### config.mk
export PLATFORM = sky130hd
export DESIGN_NAME = dmem_ctrl_flat
export DESIGN_NICKNAME = d
export VERILOG_FILES = /design/src/rtl/dmem_ctrl_if.sv /design/src/rtl/dmem_ctrl.sv /design/src/flat_wrapper.sv
export SDC_FILE = /design/constraint.sdc
export NUM_CORES = 2
export LEC_CHECK = 0
export ABC_AREA = 1
export ABC_CLOCK_PERIOD_IN_PS = 2850
export CAP_MARGIN = 20
export CORE_MARGIN = 4
export CORE_UTILIZATION = 62
export DETAILED_ROUTE_END_ITERATION = 8
export DONT_BUFFER_PORTS = 1
export PLACE_DENSITY = 0.76
export SYNTH_ARGS = -nofsm -noshare
export SYNTH_HDL_FRONTEND = slang
export SYNTH_SLANG_ARGS = --single-unit
### constraint.sdc
create_clock -name clk_i -period 2.85 [get_ports clk_i]
set_input_delay 0.285 -clock clk_i [delete_from_list [all_inputs] [get_ports clk_i]]
set_output_delay 0.285 -clock clk_i [all_outputs]
set_load 0.02 [all_outputs]
### src/rtl/dmem_ctrl_if.sv
// dmem_ctrl_if -- request/response bundle between the EX/MEM stage and the
// data-memory controller.
//   MemRead_i / MemWrite_i : access request (both high = illegal request)
//   Addr_i                 : byte address
//   WData_i                : store data
//   RData_o                : load data presented to MEM/WB
//   stall_o                : pipeline freeze request
//   ack_o / err_o          : one-cycle completion / error pulses
// Signal names keep the controller's point of view (_i into, _o out of it).
interface dmem_ctrl_if;
    logic        MemRead_i;
    logic        MemWrite_i;
    logic [31:0] Addr_i;
    logic [31:0] WData_i;
    logic [31:0] RData_o;
    logic        stall_o;
    logic        ack_o;
    logic        err_o;

    modport slave (
        input  MemRead_i, MemWrite_i, Addr_i, WData_i,
        output RData_o, stall_o, ack_o, err_o
    );

    modport master (
        output MemRead_i, MemWrite_i, Addr_i, WData_i,
        input  RData_o, stall_o, ack_o, err_o
    );
endinterface

### src/rtl/dmem_ctrl.sv
// dmem_ctrl -- multi-cycle data-memory controller with internal word storage.
// An access is latched in IDLE, spends LATENCY cycles in BUSY, commits on the
// last BUSY edge and retires in DONE with a one-cycle ack_o (and err_o for
// illegal, misaligned or out-of-range accesses).
// Ports:
//   clk_i  : clock, rising edge
//   rst_i  : asynchronous active-low reset (clears state, outputs and storage)
//   bus    : dmem_ctrl_if.slave request/response bundle
module dmem_ctrl #(
    parameter int unsigned LATENCY = 3,   // BUSY cycles per access, 1..15
    parameter int unsigned DEPTH   = 64   // 32-bit words of storage
) (
    input  logic         clk_i,
    input  logic         rst_i,
    dmem_ctrl_if.slave   bus
);

    localparam int unsigned AW    = (DEPTH > 1) ? $clog2(DEPTH) : 1;
    localparam logic [32:0] LIMIT = 33'(4 * DEPTH);

    typedef enum logic [1:0] {
        IDLE,
        BUSY,
        DONE
    } state_t;

    state_t          state_q, state_d;
    logic [3:0]      cnt_q, cnt_d;
    logic            wr_q;
    logic            err_q;
    logic [AW-1:0]   idx_q;
    logic [31:0]     wdata_q;
    logic [31:0]     rdata_q;
    logic [31:0]     mem_q [DEPTH];

    logic            req_any;
    logic            latch;
    logic            commit;
    logic            err_in;

    // Any raised request line starts an access; the illegal case (both high)
    // runs through the normal timing and is flagged as an error.
    assign req_any = bus.MemRead_i | bus.MemWrite_i;

    assign err_in = (bus.MemRead_i & bus.MemWrite_i)
                  | (bus.Addr_i[1:0] != 2'b00)
                  | ({1'b0, bus.Addr_i} >= LIMIT);

    always_comb begin
        state_d     = state_q;
        cnt_d       = cnt_q;
        latch       = 1'b0;
        commit      = 1'b0;
        bus.stall_o = 1'b0;
        bus.ack_o   = 1'b0;
        unique case (state_q)
            IDLE: begin
                if (req_any) begin
                    latch       = 1'b1;
                    bus.stall_o = 1'b1;
                    cnt_d       = 4'(LATENCY - 1);
                    state_d     = BUSY;
                end
            end
            BUSY: begin
                bus.stall_o = 1'b1;
                if (cnt_q != 4'd0) begin
                    cnt_d = cnt_q - 4'd1;
                end else begin
                    commit  = 1'b1;
                    state_d = DONE;
                end
            end
            DONE: begin
                // Request lines still carry the retiring instruction here.
                bus.ack_o = 1'b1;
                state_d   = IDLE;
            end
            default: state_d = IDLE;
        endcase
    end

    assign bus.err_o   = bus.ack_o & err_q;
    assign bus.RData_o = rdata_q;

    always_ff @(posedge clk_i or negedge rst_i) begin
        if (!rst_i) begin
            state_q <= IDLE;
            cnt_q   <= '0;
            wr_q    <= 1'b0;
            err_q   <= 1'b0;
            idx_q   <= '0;
            wdata_q <= '0;
            rdata_q <= '0;
        end else begin
            state_q <= state_d;
            cnt_q   <= cnt_d;
            if (latch) begin
                wr_q    <= bus.MemWrite_i & ~bus.MemRead_i;
                err_q   <= err_in;
                idx_q   <= bus.Addr_i[AW+1:2];
                wdata_q <= bus.WData_i;
            end
            if (commit) begin
                if (err_q) begin
                    rdata_q <= '0;
                end else if (!wr_q) begin
                    rdata_q <= mem_q[idx_q];
                end
            end
        end
    end

    always_ff @(posedge clk_i or negedge rst_i) begin
        if (!rst_i) begin
            for (int unsigned i = 0; i < DEPTH; i++) begin
                mem_q[i] <= '0;
            end
        end else if (commit && wr_q && !err_q) begin
            mem_q[idx_q] <= wdata_q;
        end
    end

endmodule
### src/flat_wrapper.sv
// flat-port wrapper written by rule: the top's interface ports become plain ports
module dmem_ctrl_flat 
#(
    parameter int unsigned LATENCY = 3,                                   
    parameter int unsigned DEPTH   = 64                             
)
  (clk_i, rst_i, bus_MemRead_i, bus_MemWrite_i, bus_Addr_i, bus_WData_i, bus_RData_o, bus_stall_o, bus_ack_o, bus_err_o);
  dmem_ctrl_if bus_i ();
  input  logic clk_i;
  input  logic rst_i;
  input wire logic [$bits(bus_i.MemRead_i)-1:0] bus_MemRead_i;
  input wire logic [$bits(bus_i.MemWrite_i)-1:0] bus_MemWrite_i;
  input wire logic [$bits(bus_i.Addr_i)-1:0] bus_Addr_i;
  input wire logic [$bits(bus_i.WData_i)-1:0] bus_WData_i;
  output wire logic [$bits(bus_i.RData_o)-1:0] bus_RData_o;
  output wire logic [$bits(bus_i.stall_o)-1:0] bus_stall_o;
  output wire logic [$bits(bus_i.ack_o)-1:0] bus_ack_o;
  output wire logic [$bits(bus_i.err_o)-1:0] bus_err_o;
  assign bus_i.MemRead_i = bus_MemRead_i;
  assign bus_i.MemWrite_i = bus_MemWrite_i;
  assign bus_i.Addr_i = bus_Addr_i;
  assign bus_i.WData_i = bus_WData_i;
  assign bus_RData_o = bus_i.RData_o;
  assign bus_stall_o = bus_i.stall_o;
  assign bus_ack_o = bus_i.ack_o;
  assign bus_err_o = bus_i.err_o;
  dmem_ctrl #(.LATENCY(LATENCY), .DEPTH(DEPTH)) u_core (.clk_i(clk_i), .rst_i(rst_i), .bus(bus_i));
endmodule
==> impl_metrics.yaml <==
die:
  die_h_um: 415.0
  die_area_um2: 172300
  core-area_um2: 164800
  rows: 149
  start_util_pct: 62.33
  chipWidth_um: 415.0
  ios: 103
sta:
  holdWs_ns: -0.8609
  period_needed_ns: 2.797
  final.period_utilization_pct: 98.14
  worstMarginPinSlew_ns: 1.213
  maxSlewHeadroom_pct: 19.15
  finalMaxSlewViolations: 0
  setup_viol: 0
  clock_skew_ns: 0.05161
  hold_violations: 350
  max_freq_ghz: 0.3575
global_routing:
  grt_pass1_vias: 83340
  grt_max_degree: 255
  grt_overflow: 0
  antenna_found_initial: 9
  grt_pass1_wl_mm: 473.8
  track_usage_pct: 34.95
power:
  p_total_uw: 96250
  leakagePower_uw: 0.05596
  irDropWorstVdd_mv: 0.8134
  power_density_nw_per_um2: 853.4
synthesis:
  yosysMostFrequentCell: "nand2_1"
  yosysTopAreaCell: "dfrtp_1"
  synth_top_area_share_pct: 51.79
  ys_ff_latch: 2126
  syn_area_per_cell_um2: 7.609
  synth_nets: 13570
  syn_inst: 13500
  ys_warn_count: 0
  synthFlopType: "dfrtp_1"
  async_reset_ff_share_pct: 100.0
  synth_area_leaders: "dfrtp_1 (52%), nand2_1 (17%), o21ai_0 (9.0%)"
  syn_area_um2: 102700
  yosys-top-cells-count: "nand2_1 (4751), dfrtp_1 (2126), inv_1 (1911)"
  ys_seq_area_share_pct: 51.79
  synth_edf_count: 0
  synthDistinctLibCells: 27
worst_setup_path:
  reg2reg_from: "u_core.idx_q[0]"
  end_kind: "flip-flop"
  cp-start-kind: "flip-flop"
  reg2reg_slack_ns: 0.05
  rr_worst_depth: 11
  setup.worst_path.class: "reg -> reg"
  startpoint: "u_core.idx_q[0]"
  crit_fanout: 37
  cp_data_arrival_time_ns: 3.54
  r2r-end: "u_core.bus.RData_o[20]"
  cp-endpoint: "u_core.bus.RData_o[20]"
  crit_required_ns: 3.59
clock_tree:
  clockRootBuffer: "clkbuf_16"
  cts_buffers: 214
  cts_tree: "built"
  postCtsSetupRepairBufs: 0
  cts_max_path_buffers: 3
  cts.sinks: 2126
  clock_latency_ns: 0.87
  htree_levels: 4
  clk_pin_slew_ns: 0.07
routing:
  wl_per_cell_um: 19.53
  viasPerCell: 5.666
  drtIter0Drc: 11920
  first_pass_iters: 7
  drc_errors: 0
  vias: 87840
  wl_mm: 302.8
  ant_nets: 0
final_layout:
  area_growth_pct: 9.804
  fillCellCount: 13130
  layout-drive-gt1-share_pct: 7.160
  num-nets-final: 13200
  seqCellArea_um2: 53200
  multi_input_area_um2: 37200
place:
  io_buffer_count: 0
  dpl.hpwl_mm: 177.4
  globalplace.congestion: 0.8862
run_status:
  violations: "negative hold slack"
  outcome: "complete, but fails checks"
run:
  cap_viol_max_count: 0
worst_hold_path:
  hp-class: "in -> async"
placed cells by master (no fill, tap or decap), types with 5 or more instances in the layout:
master,count
buf_12,151
buf_16,15
buf_4,187
bufinv_16,13
clkbuf_1,58
clkbuf_16,219
clkbuf_8,46
clkinv_2,44
dfrtp_1,2125
diode_2,5
dlygate4sd3_1,47
inv_1,1878
inv_2,34
nand2_1,4749
nand2_4,64
nand3_1,963
nor2_1,147
nor2_4,13
nor2_8,8
nor3_2,8
o211ai_1,32
o21ai_0,1850
o21ai_1,496
or2_2,128
layer usage:
layer / global-route usage [%] / routed length, um / vias to the layer above
met5: 0 / 13 / -
met4: 18.12 / 17010 / 2
met3: 6.364 / 28520 / 809
met2: 54.39 / 136400 / 4127
met1: 47.28 / 120900 / 42170
li1: - / - / 40740
worst min path at each step:
stage                     cells past startpoint  slack [ns]                     to
after global placement                        0      0.0006     u_core.mem_q[1226]
after floorplan                               0       -0.01  u_core.bus.RData_o[0]
after global routing                          0       -0.91      u_core.mem_q[874]
final                                         0       -0.86     u_core.mem_q[1092]
after detailed placement                      0     -0.0005     u_core.mem_q[1258]
after CTS                                     0       -0.93     u_core.mem_q[1003]
registers in the layout, indices dropped and copies added, names as in the netlist:
register and cells:
u_core.bus.RData_o 32, u_core.wr_q 1, u_core.wdata_q 32, u_core.err_q 1, u_core.cnt_q 4, u_core.state_q 2, u_core.mem_q 2048, u_core.idx_q 6
what timing repair did:
| item | CTS | global route |
|---|---|---|
| endpoints found under the hold margin | 647 | 434 |
| pin swaps | 0 | 1 |
| gates resized for setup | 2 | 5 |
| hold buffers | 46 | 4 |
| endpoints found under the setup margin | 2 | 302 |
| cloned | 0 | 3 |
logic make-up (layout without fill, tap and decap cells):
kind of cell / count (synthesis) / after routing / synth area share (%)
simple gates: 6092 / 6092 / 24.45
buf+inv: 2899 / 2709 / 12.06
compound gates: 2382 / 2382 / 11.69
flops: 2126 / 2126 / 51.79
fa+ha+maj: 1 / 1 / 0.01218
other cells: 0 / 5 / 0
final cells by class:
type / instances / area share (%)
repair buffers: 403 / 4.775
flip-flops and latches: 2126 / 47.17
inverters: 1914 / 6.383
clock buffers: 320 / 5.547
clock inverters: 72 / 0.6989
well taps: 2189 / 2.428
diodes: 5 / 0.01109
multi-input cells: 8475 / 32.99
critical path, stage by stage (launching register included):
cell	delay (ns)
dfrtp_4	0.54
buf_12	0.19
buf_12	0.19
or2_2	0.30
nand3_1	0.07
nand2_1	0.05
o21ai_0	0.39
nand2_1	0.22
nor2_1	0.47
nand2_1	0.10
nand2_1	0.08
nand2_1	0.04
power by group:
part	leakage, uW	internal, uW	switching (uW)
logic	0.0229	9730	25600
clock network	0.00348	16300	12000
registers	0.0296	31600	1060
total	0.0560	57600	38700
through the flow:
stage / cell area, um2 / setup slack [ns] / setup TNS, ns / util, % / std cells
after floorplan: 102700 / 0.6723 / 0 / - / 13500
after global placement: 105100 / -0.3964 / -296.00 / 63.77 / 15060
after detailed placement: 105100 / -0.4203 / -313.39 / 63.77 / 15060
after CTS: 112600 / 0.08150 / 0 / 68.32 / 15490
after global routing: 112800 / -0.01224 / -0.2241 / 68.43 / 15500
final: 112800 / 0.05313 / 0 / 68.44 / 15500
Note: power is estimated with default switching activity, not from simulation.
